`config.mk`:
```
export PLATFORM = sky130hd
export DESIGN_NAME = uart_tx_flow
export DESIGN_NICKNAME = d
export VERILOG_FILES = /design/src/rtl/uart_tx_flow.sv
export SDC_FILE = /design/constraint.sdc
export NUM_CORES = 1
export LEC_CHECK = 0
export ABC_AREA = 1
export BUFFER_PORTS_ARGS = -buffer_cell sky130_fd_sc_hd__buf_2
export CORE_MARGIN = 4
export CORE_UTILIZATION = 54
export DETAILED_ROUTE_END_ITERATION = 6
export GPL_ROUTABILITY_DRIVEN = 0
export MAX_ROUTING_LAYER = met4
export PLACE_DENSITY = 0.86
export SKIP_LAST_GASP = 1
export SYNTH_ARGS = -nofsm -noshare
export SYNTH_HDL_FRONTEND = slang
export SYNTH_SLANG_ARGS = --single-unit
```
`constraint.sdc`:
```
create_clock -name clk -period 1.6 [get_ports clk]
set_input_delay 0.24 -clock clk [delete_from_list [all_inputs] [get_ports clk]]
set_output_delay 0.24 -clock clk [all_outputs]
set_load 0.03 [all_outputs]
```
`src/rtl/uart_tx_flow.sv`:
```
// UART transmitter for the BNN result path: one-byte holding buffer, RTS-gated frame start.
// Frame is 8N1 by default; define UART_PARITY_EN to insert an even-parity bit (8E1).
module uart_tx_flow #(
    parameter int unsigned CLKS_PER_BIT = 434,
    parameter int unsigned STOP_BITS    = 1
) (
    input  logic       clk,
    input  logic       rst_n,
    input  logic [7:0] tx_data,
    input  logic       tx_valid,
    output logic       tx_ready,
    input  logic       uart_rts_n,
    output logic       uart_tx,
    output logic       busy,
    output logic       frame_done
);

    localparam int unsigned BAUD_W = 16;
    localparam int unsigned DATA_W = 8;
    localparam int unsigned BIT_W  = 3;
    localparam logic [BAUD_W-1:0] BAUD_LAST = BAUD_W'(CLKS_PER_BIT - 1);
    localparam logic [BIT_W-1:0]  BIT_LAST  = BIT_W'(DATA_W - 1);
    localparam logic              STOP_LAST = 1'(STOP_BITS - 1);

`ifdef UART_PARITY_EN
    typedef enum logic [2:0] {
        S_IDLE   = 3'd0,
        S_START  = 3'd1,
        S_DATA   = 3'd2,
        S_PARITY = 3'd3,
        S_STOP   = 3'd4
    } state_e;
`else
    typedef enum logic [2:0] {
        S_IDLE  = 3'd0,
        S_START = 3'd1,
        S_DATA  = 3'd2,
        S_STOP  = 3'd4
    } state_e;
`endif

    state_e              state_q, state_d;
    logic [BAUD_W-1:0]   baud_q, baud_d;
    logic [BIT_W-1:0]    bit_q, bit_d;
    logic                stop_q, stop_d;
    logic [DATA_W-1:0]   shift_q, shift_d;
    logic [DATA_W-1:0]   hold_q, hold_d;
    logic                hold_full_q, hold_full_d;
`ifdef UART_PARITY_EN
    logic                par_q, par_d;
`endif
    logic                rts_meta_q, rts_sync_q;
    logic                tx_line_q, tx_line_d;
    logic                tx_ready_q, tx_ready_d;
    logic                busy_q, busy_d;
    logic                done_q, done_d;

    logic                rts_ok;
    logic                baud_last;
    logic                start_ok;
    logic                load;

    assign rts_ok     = ~rts_sync_q;
    assign tx_ready   = tx_ready_q;
    assign uart_tx    = tx_line_q;
    assign busy       = busy_q;
    assign frame_done = done_q;

    // Two-flop synchronizer for the host RTS pin; resets to "host not ready".
    always_ff @(posedge clk or negedge rst_n) begin
        if (!rst_n) begin
            rts_meta_q <= 1'b1;
            rts_sync_q <= 1'b1;
        end else begin
            rts_meta_q <= uart_rts_n;
            rts_sync_q <= rts_meta_q;
        end
    end

    always_ff @(posedge clk or negedge rst_n) begin
        if (!rst_n) begin
            state_q     <= S_IDLE;
            baud_q      <= '0;
            bit_q       <= '0;
            stop_q      <= 1'b0;
            shift_q     <= '0;
            hold_q      <= '0;
            hold_full_q <= 1'b0;
`ifdef UART_PARITY_EN
            par_q       <= 1'b0;
`endif
            tx_line_q   <= 1'b1;
            tx_ready_q  <= 1'b1;
            busy_q      <= 1'b0;
            done_q      <= 1'b0;
        end else begin
            state_q     <= state_d;
            baud_q      <= baud_d;
            bit_q       <= bit_d;
            stop_q      <= stop_d;
            shift_q     <= shift_d;
            hold_q      <= hold_d;
            hold_full_q <= hold_full_d;
`ifdef UART_PARITY_EN
            par_q       <= par_d;
`endif
            tx_line_q   <= tx_line_d;
            tx_ready_q  <= tx_ready_d;
            busy_q      <= busy_d;
            done_q      <= done_d;
        end
    end

    always_comb begin
        state_d     = state_q;
        baud_d      = baud_q;
        bit_d       = bit_q;
        stop_d      = stop_q;
        shift_d     = shift_q;
        hold_d      = hold_q;
        hold_full_d = hold_full_q;
`ifdef UART_PARITY_EN
        par_d       = par_q;
`endif
        load        = 1'b0;
        baud_last   = (baud_q == BAUD_LAST);
        start_ok    = hold_full_q & rts_ok;

        case (state_q)
            S_IDLE: begin
                baud_d = '0;
                load   = start_ok;
            end
            S_START: begin
                if (baud_last) begin
                    baud_d  = '0;
                    bit_d   = '0;
                    state_d = S_DATA;
                end else begin
                    baud_d = baud_q + 1'b1;
                end
            end
            S_DATA: begin
                if (baud_last) begin
                    baud_d  = '0;
                    shift_d = shift_q >> 1;
                    if (bit_q == BIT_LAST) begin
                        stop_d  = 1'b0;
`ifdef UART_PARITY_EN
                        state_d = S_PARITY;
`else
                        state_d = S_STOP;
`endif
                    end else begin
                        bit_d = bit_q + 1'b1;
                    end
                end else begin
                    baud_d = baud_q + 1'b1;
                end
            end
`ifdef UART_PARITY_EN
            S_PARITY: begin
                if (baud_last) begin
                    baud_d  = '0;
                    stop_d  = 1'b0;
                    state_d = S_STOP;
                end else begin
                    baud_d = baud_q + 1'b1;
                end
            end
`endif
            S_STOP: begin
                if (baud_last) begin
                    baud_d = '0;
                    if (stop_q == STOP_LAST) begin
                        state_d = S_IDLE;
                        load    = start_ok;
                    end else begin
                        stop_d = stop_q + 1'b1;
                    end
                end else begin
                    baud_d = baud_q + 1'b1;
                end
            end
            default: begin
                state_d = S_IDLE;
                baud_d  = '0;
            end
        endcase

        // Buffer-to-shift transfer; taken from IDLE or straight out of the last stop cycle.
        if (load) begin
            state_d     = S_START;
            shift_d     = hold_q;
            hold_full_d = 1'b0;
            baud_d      = '0;
            bit_d       = '0;
`ifdef UART_PARITY_EN
            par_d       = ^hold_q;
`endif
        end

        // tx_ready is 1 only when the buffer is empty, so this never collides with a transfer.
        if (tx_valid && tx_ready_q) begin
            hold_d      = tx_data;
            hold_full_d = 1'b1;
        end

        case (state_d)
            S_START:  tx_line_d = 1'b0;
            S_DATA:   tx_line_d = shift_d[0];
`ifdef UART_PARITY_EN
            S_PARITY: tx_line_d = par_d;
`endif
            default:  tx_line_d = 1'b1;
        endcase

        tx_ready_d = ~hold_full_d;
        busy_d     = (state_d != S_IDLE);
        done_d     = (state_d == S_STOP) && (baud_d == BAUD_LAST) && (stop_d == STOP_LAST);
    end

endmodule

```
[Yosys cells after proc, flatten, opt, wreduce, memory -nomap -nowiden]
Index checks and enable logic that the tools add are counted.
Cells by class
  multipliers: 0
  bitwise logic cells: 4
  equality and inequality tests: 12
  add/sub/neg operators: 3
  order comparisons: 0
  muxes and demuxes: 29
  reductions and logical operators: 11
  shift operators: 0
  div/mod/pow operators: 0
Operators by type and width (number)
  2-to-1 mux 16 bit: 3
  == test 16 x 9 -> 1 bit, second input constant: 2
  2-to-1 mux 3 bit: 10
  2-to-1 mux 8 bit: 3
  adder 16 x 1 -> 16 bit, second input constant: 1
  one-hot mux 3 bit (4 select lines): 1
  == test 3 bit, second input constant: 3
  != test 3 bit, second input constant: 3
  2-to-1 mux 1 bit: 8
  == test 3 x 1 -> 1 bit, second input constant: 2
  == test 3 x 2 -> 1 bit, second input constant: 2
  one-hot mux 1 bit (2 select lines): 3
  one-hot mux 3 bit (2 select lines): 1
  nonzero test 3 bit: 2
  AND reduction 4 bit: 1
  nonzero test 2 bit: 2
  adder 3 x 1 -> 3 bit, second input constant: 1
  logical AND 1 bit: 3
  zero test 3 bit: 1
  NOT 1 bit: 3
  OR reduction 3 bit: 1
  AND reduction 2 bit: 1
  adder 1 bit, second input constant: 1
  AND 1 bit: 1
Storage, ports and cells
  output and inout bits: 4
  memories kept: 0
  register bits: 46
  RAM bits: 0
  bits in latches: 0
  word-level logic and storage cells: 73
  bits in read-only memories: 0

[Logic depth before layout (Yosys ltp)]
  depth in word-level cells: 9
  mapped depth: 14

[Worst setup path after synthesis]
No wires, ideal clock.
  kind: register to register
  start point: register baud_q[1]
  end point: register shift_q[0]
  slack: -0.045 ns
  period minus slack after synthesis: 1.645 ns
  arrival time: 1.526 ns
  library setup time: 0.119 ns
  buffers on the path: 1
  stages on the path, launching flop included: 12
  cells stage by stage: dfrtp_1 inv_1 ha_1 inv_1 nor2_1 nand2_1 nor2_2 nand2_4 o21ai_4 nand3_4 buf_6 o21a_1
On the way
  word-level cells in the longest chain between the ends: 4
  elaborated cells on any way between the ends: 6
Ends and longest elaborated chain
  start, declared: line 43  | logic [BAUD_W-1:0] baud_q, baud_d;
  start signal, assigned: line 98  | baud_q <= baud_d;
  == test 16 x 9 -> 1 bit (*): line 126  | baud_last = (baud_q == BAUD_LAST);
  2-to-1 mux 1 bit / 2-to-1 mux 8 bit (equally long branches): line 173, 144
  one-hot mux 1 bit (2 select lines) / 2-to-1 mux 8 bit (equally long branches): line 129  | case (state_q)
  2-to-1 mux 8 bit (*): line 192  | if (load) begin
  net shift_d[0]: line 46  | logic [DATA_W-1:0] shift_q, shift_d;
  end signal, assigned: line 101  | shift_q <= shift_d;
  end, declared: line 46
The timed path passes the listed nets; every way through them passes the cells marked *. The select of a mux whose other input is x is not followed.
A chain may end at the register's enable or synchronous reset.

[Worst setup path in the final report]
  start point: register baud_q[0]
  end point: register done_q, in the netlist frame_done
On the way
  word-level cells in the longest chain between the ends: 7
  elaborated cells on any way between the ends: 20
Ends and longest elaborated chain
  adder 16 x 1 -> 16 bit / == test 16 x 9 -> 1 bit (equally long branches)
  2-to-1 mux 16 bit (tied with other cells): line 135, 144, 173
  2-to-1 mux 16 bit (tied with other cells)
  2-to-1 mux 16 bit / 2-to-1 mux 3 bit (equally long branches): line 192
  == test 16 x 9 -> 1 bit / == test 3 bit (equally long branches): line 220  | done_d = (state_d == S_STOP) && (baud_d == BAUD_LAST) && (stop_d == STOP_LAST);
  logical AND 1 bit: line 220
  logical AND 1 bit (*): line 220
  net done_d: line 56  | logic done_q, done_d;
  end signal, assigned: line 110  | done_q <= done_d;
  end, declared: line 56
The timed path passes the listed nets; every way through them passes the cells marked *.

==> reports/summary.txt <==
Post-Syn Nets -> 300
Routed Antenna Nets -> 0
antenna violations before repair -> 0
Compound-Gate Fraction of Synth Area -> 6.51%
# setup viols final -> 27
H-tree levels -> 2
Worst-Margin Slew -> 0.447 ns
Static Leak -> 0.00163 uW
failing checks -> setup timing
nets -> 369
Reg area -> 0.00116 sq mm
most common library cells after synthesis -> nand2_1 (63), dfrtp_1 (42), inv_1 (36), nor2_1 (36), nand3_1 (27)
clock slew at reported path FFs -> 0.09 ns
TritonCTS Buffers -> 5
synthesized instance count -> 284
count leader, synth -> nand2_1
floorplan core area -> 0.00435 sq mm
class of the most critical hold timing path -> input pin to register
Die X -> 75.0 um
Seq/Total Area, Yosys -> 47.8%
maximum clock rate -> 0.541 GHz
clk_skew -> 0.00989 ns
# fillers -> 293
Starting Density -> 55.6%
Yosys top cell area share -> 43.4%
grt ovf -> 0
DIE AREA -> 0.00562 sq mm
CP endpoint kind -> register
area of the mapped netlist -> 0.00242 sq mm
Boundary Pins -> 16
CTS sink count -> 46
non-filler cells, final -> 406
Fin. Hold Viols -> 0
DR vias -> 2,159
vias in the first global route -> 2,124
ys flop type -> dfrtp_1
Synth cell types -> 37
Die Ht -> 75.0 um
area grow syn2layout -> 32.6%
Slew HR -> 70.2%
power density over cell area -> 669 mW/mm^2
Worst R2R End -> frame_done$_DFF_PN0_
Synthesis Warnings -> 0
status -> complete, but fails checks
largest family of logic cells by synthesized area -> simple AND/OR/NAND/NOR gates
proportion of synthesized area in mux cells -> 4.55%
row count -> 24
Synth async-reset ratio -> 100%
Area contributors post-synth -> dfrtp_1 (43%), nand2_1 (9.8%), inv_1 (5.6%)
RSZ-0062 raised after global routing -> yes
Critical Path Sink -> frame_done$_DFF_PN0_
R2R depth -> 12
Total Wirelength -> 5.84 mm
CTS tree -> done
all-layer global routing usage -> 22.6%
Placement Cell Area -> 0.00284 sq mm
Synth Register Bits -> 46
Crit path arrival time -> 2.07 ns
R2R Path Start -> baud_q[0]$_DFF_PN0_
fin util -> 73.7%
r2r setup slk -> -0.25 ns
fin crit period -> 1.85 ns
Crit Path Category -> register to register
initial DRC count -> 150
multi-input logic area -> 0.00123 sq mm
final setup margin -> -0.248 ns
Inst Count DP -> 388
Diodes inserted -> 0
CP Launch Point -> baud_q[0]$_DFF_PN0_
worst skew pair latency -> 0.30 ns
Max VDD drop -> 0.958 mV
drt pass-1 iters -> 4
Max Buffers Root-to-Sink -> 2
largest net degree at the start of global routing -> 28
Post-Syn Area per Cell -> 8.52 sq um
crit-path max FO -> 4
post-synthesis xor/xnor area fraction -> 1.45%
DRC -> 0
largest area contributor in the netlist -> dfrtp_1
Synth Area in Adders -> 2.07%
fin crit share -> 116%
fin. max-slew vios -> 0
Final TNS setup -> -4.61 ns
DP HPWL -> 4.04 mm
Via density -> 5.32
Post-synth EDFFs -> 0
Max-Cap Viols -> 0
final instance area -> 0.00321 sq mm
simple-gate share of the synthesized area -> 29.9%
IO Port Bufs -> 15
routed length per instance -> 14.4 um
startpoint types -> register
Root Buffer -> clkbuf_8
first-pass GRT wire length -> 9.27 mm
Worst EP required -> 1.83 ns
share of layout cells above drive strength 1 -> 39.3%
cells in the final DEF, fill, tap and decap left out, types with 3 or more instances in the layout:
cell type	netlist	final
buf_4	0	40
clkinv_2	3	4
dfrtp_1	42	41
o21ai_1	1	4
inv_1	36	34
nor2_4	2	5
nand4_1	5	5
nor2_2	5	9
xor2_2	0	3
o211ai_1	5	5
nand2_2	4	8
nor3_1	3	3
buf_2	0	15
nand3_2	4	10
nor2_1	36	29
mux2_2	8	8
dfstp_2	4	4
nand3_1	27	20
clkbuf_8	0	6
buf_6	2	5
inv_2	3	5
nand2_1	63	59
logic make-up (layout without fill, tap and decap cells):
kind of cell,count (synthesis),count (layout)
flip-flops,46,46
buffers and inverters,45,115
AND/OR/NAND/NOR,154,154
adder cells (fa/ha/maj),4,4
XOR/XNOR,4,4
AO/OA/AOI/OAI,21,21
multiplexers,10,10
sequential cells by signal, indices dropped and copies added (netlist names):
register     flops
baud_q          16
hold_q           8
shift_q          8
bit_q            3
state_q          3
busy             1
frame_done       1
hold_full_q      1
rts_meta_q       1
rts_sync_q       1
stop_q           1
tx_ready         1
uart_tx          1
metrics by stage:
step	total power [uW]	worst slack, ns	hold WS (ns)
floorplan	1380	-0.0450	-0.0556
global placement	1430	-0.128	0.205
detailed placement	1450	-0.172	0.209
CTS	2160	-0.169	0.0228
global route	2240	-0.385	0.0245
finish	2150	-0.248	0.0324
critical path, stage by stage, from the launching register on:
cell,delay [ns]
dfrtp_1,0.42
buf_4,0.15
buf_6,0.11
ha_4,0.17
inv_1,0.05
nand2_1,0.07
a21boi_0,0.20
nand2_1,0.10
nor2_2,0.12
nand2_1,0.06
nor2_1,0.10
nand4_1,0.10
nor3_2,0.11
layout make-up:
class,instances,area share (%)
Multi-Input combinational cell,193,38.2
Sequential cell,46,36.0
Timing Repair Buffer,63,15.0
Inverter,43,5.53
Clock buffer,7,2.69
Tap cell,52,2.03
Timing Repair inverter,1,0.351
Clock inverter,1,0.156
worst min path at each step:
stage          startpoint               endpoint  depth (start not counted)
3_5_place_dp        rst_n  hold_q[3]$_DFFE_PN0P_                          1
3_3_place_gp        rst_n  hold_q[3]$_DFFE_PN0P_                          1
4_1_cts        uart_rts_n   rts_meta_q$_DFF_PN1_                          1
2_1_floorplan       rst_n    baud_q[0]$_DFF_PN0_                          0
6_report       uart_rts_n   rts_meta_q$_DFF_PN1_                          1
5_1_grt        uart_rts_n   rts_meta_q$_DFF_PN1_                          1
metal layers:
layer / global-route usage, % / part of all wire, % / vias up
met2: 40.9 / 57 / 52
li1: - / - / 1042
met5: - / 0 / -
met3: 4.27 / 4.0 / 10
met1: 24.8 / 38 / 1055
met4: 7.31 / 1.6 / 0
power breakdown:
group          total, uW  switching (uW)  internal (uW)
Clock                725             376            349
Combinational        131            56.9           74.2
Sequential          1290            46.6           1250
Total               2150             480           1670
timing repair:
item | CTS | global route
hold buffers | 1 | 0
gates resized for setup | 12 | 43
endpoints found under the hold margin | 15 | 0
setup buffers | 3 | 6
setup endpoints to repair | 24 | 28
pin swaps | 2 | 15
cloned | 1 | 0
No activity file was read; power rests on OpenSTA's default activity.
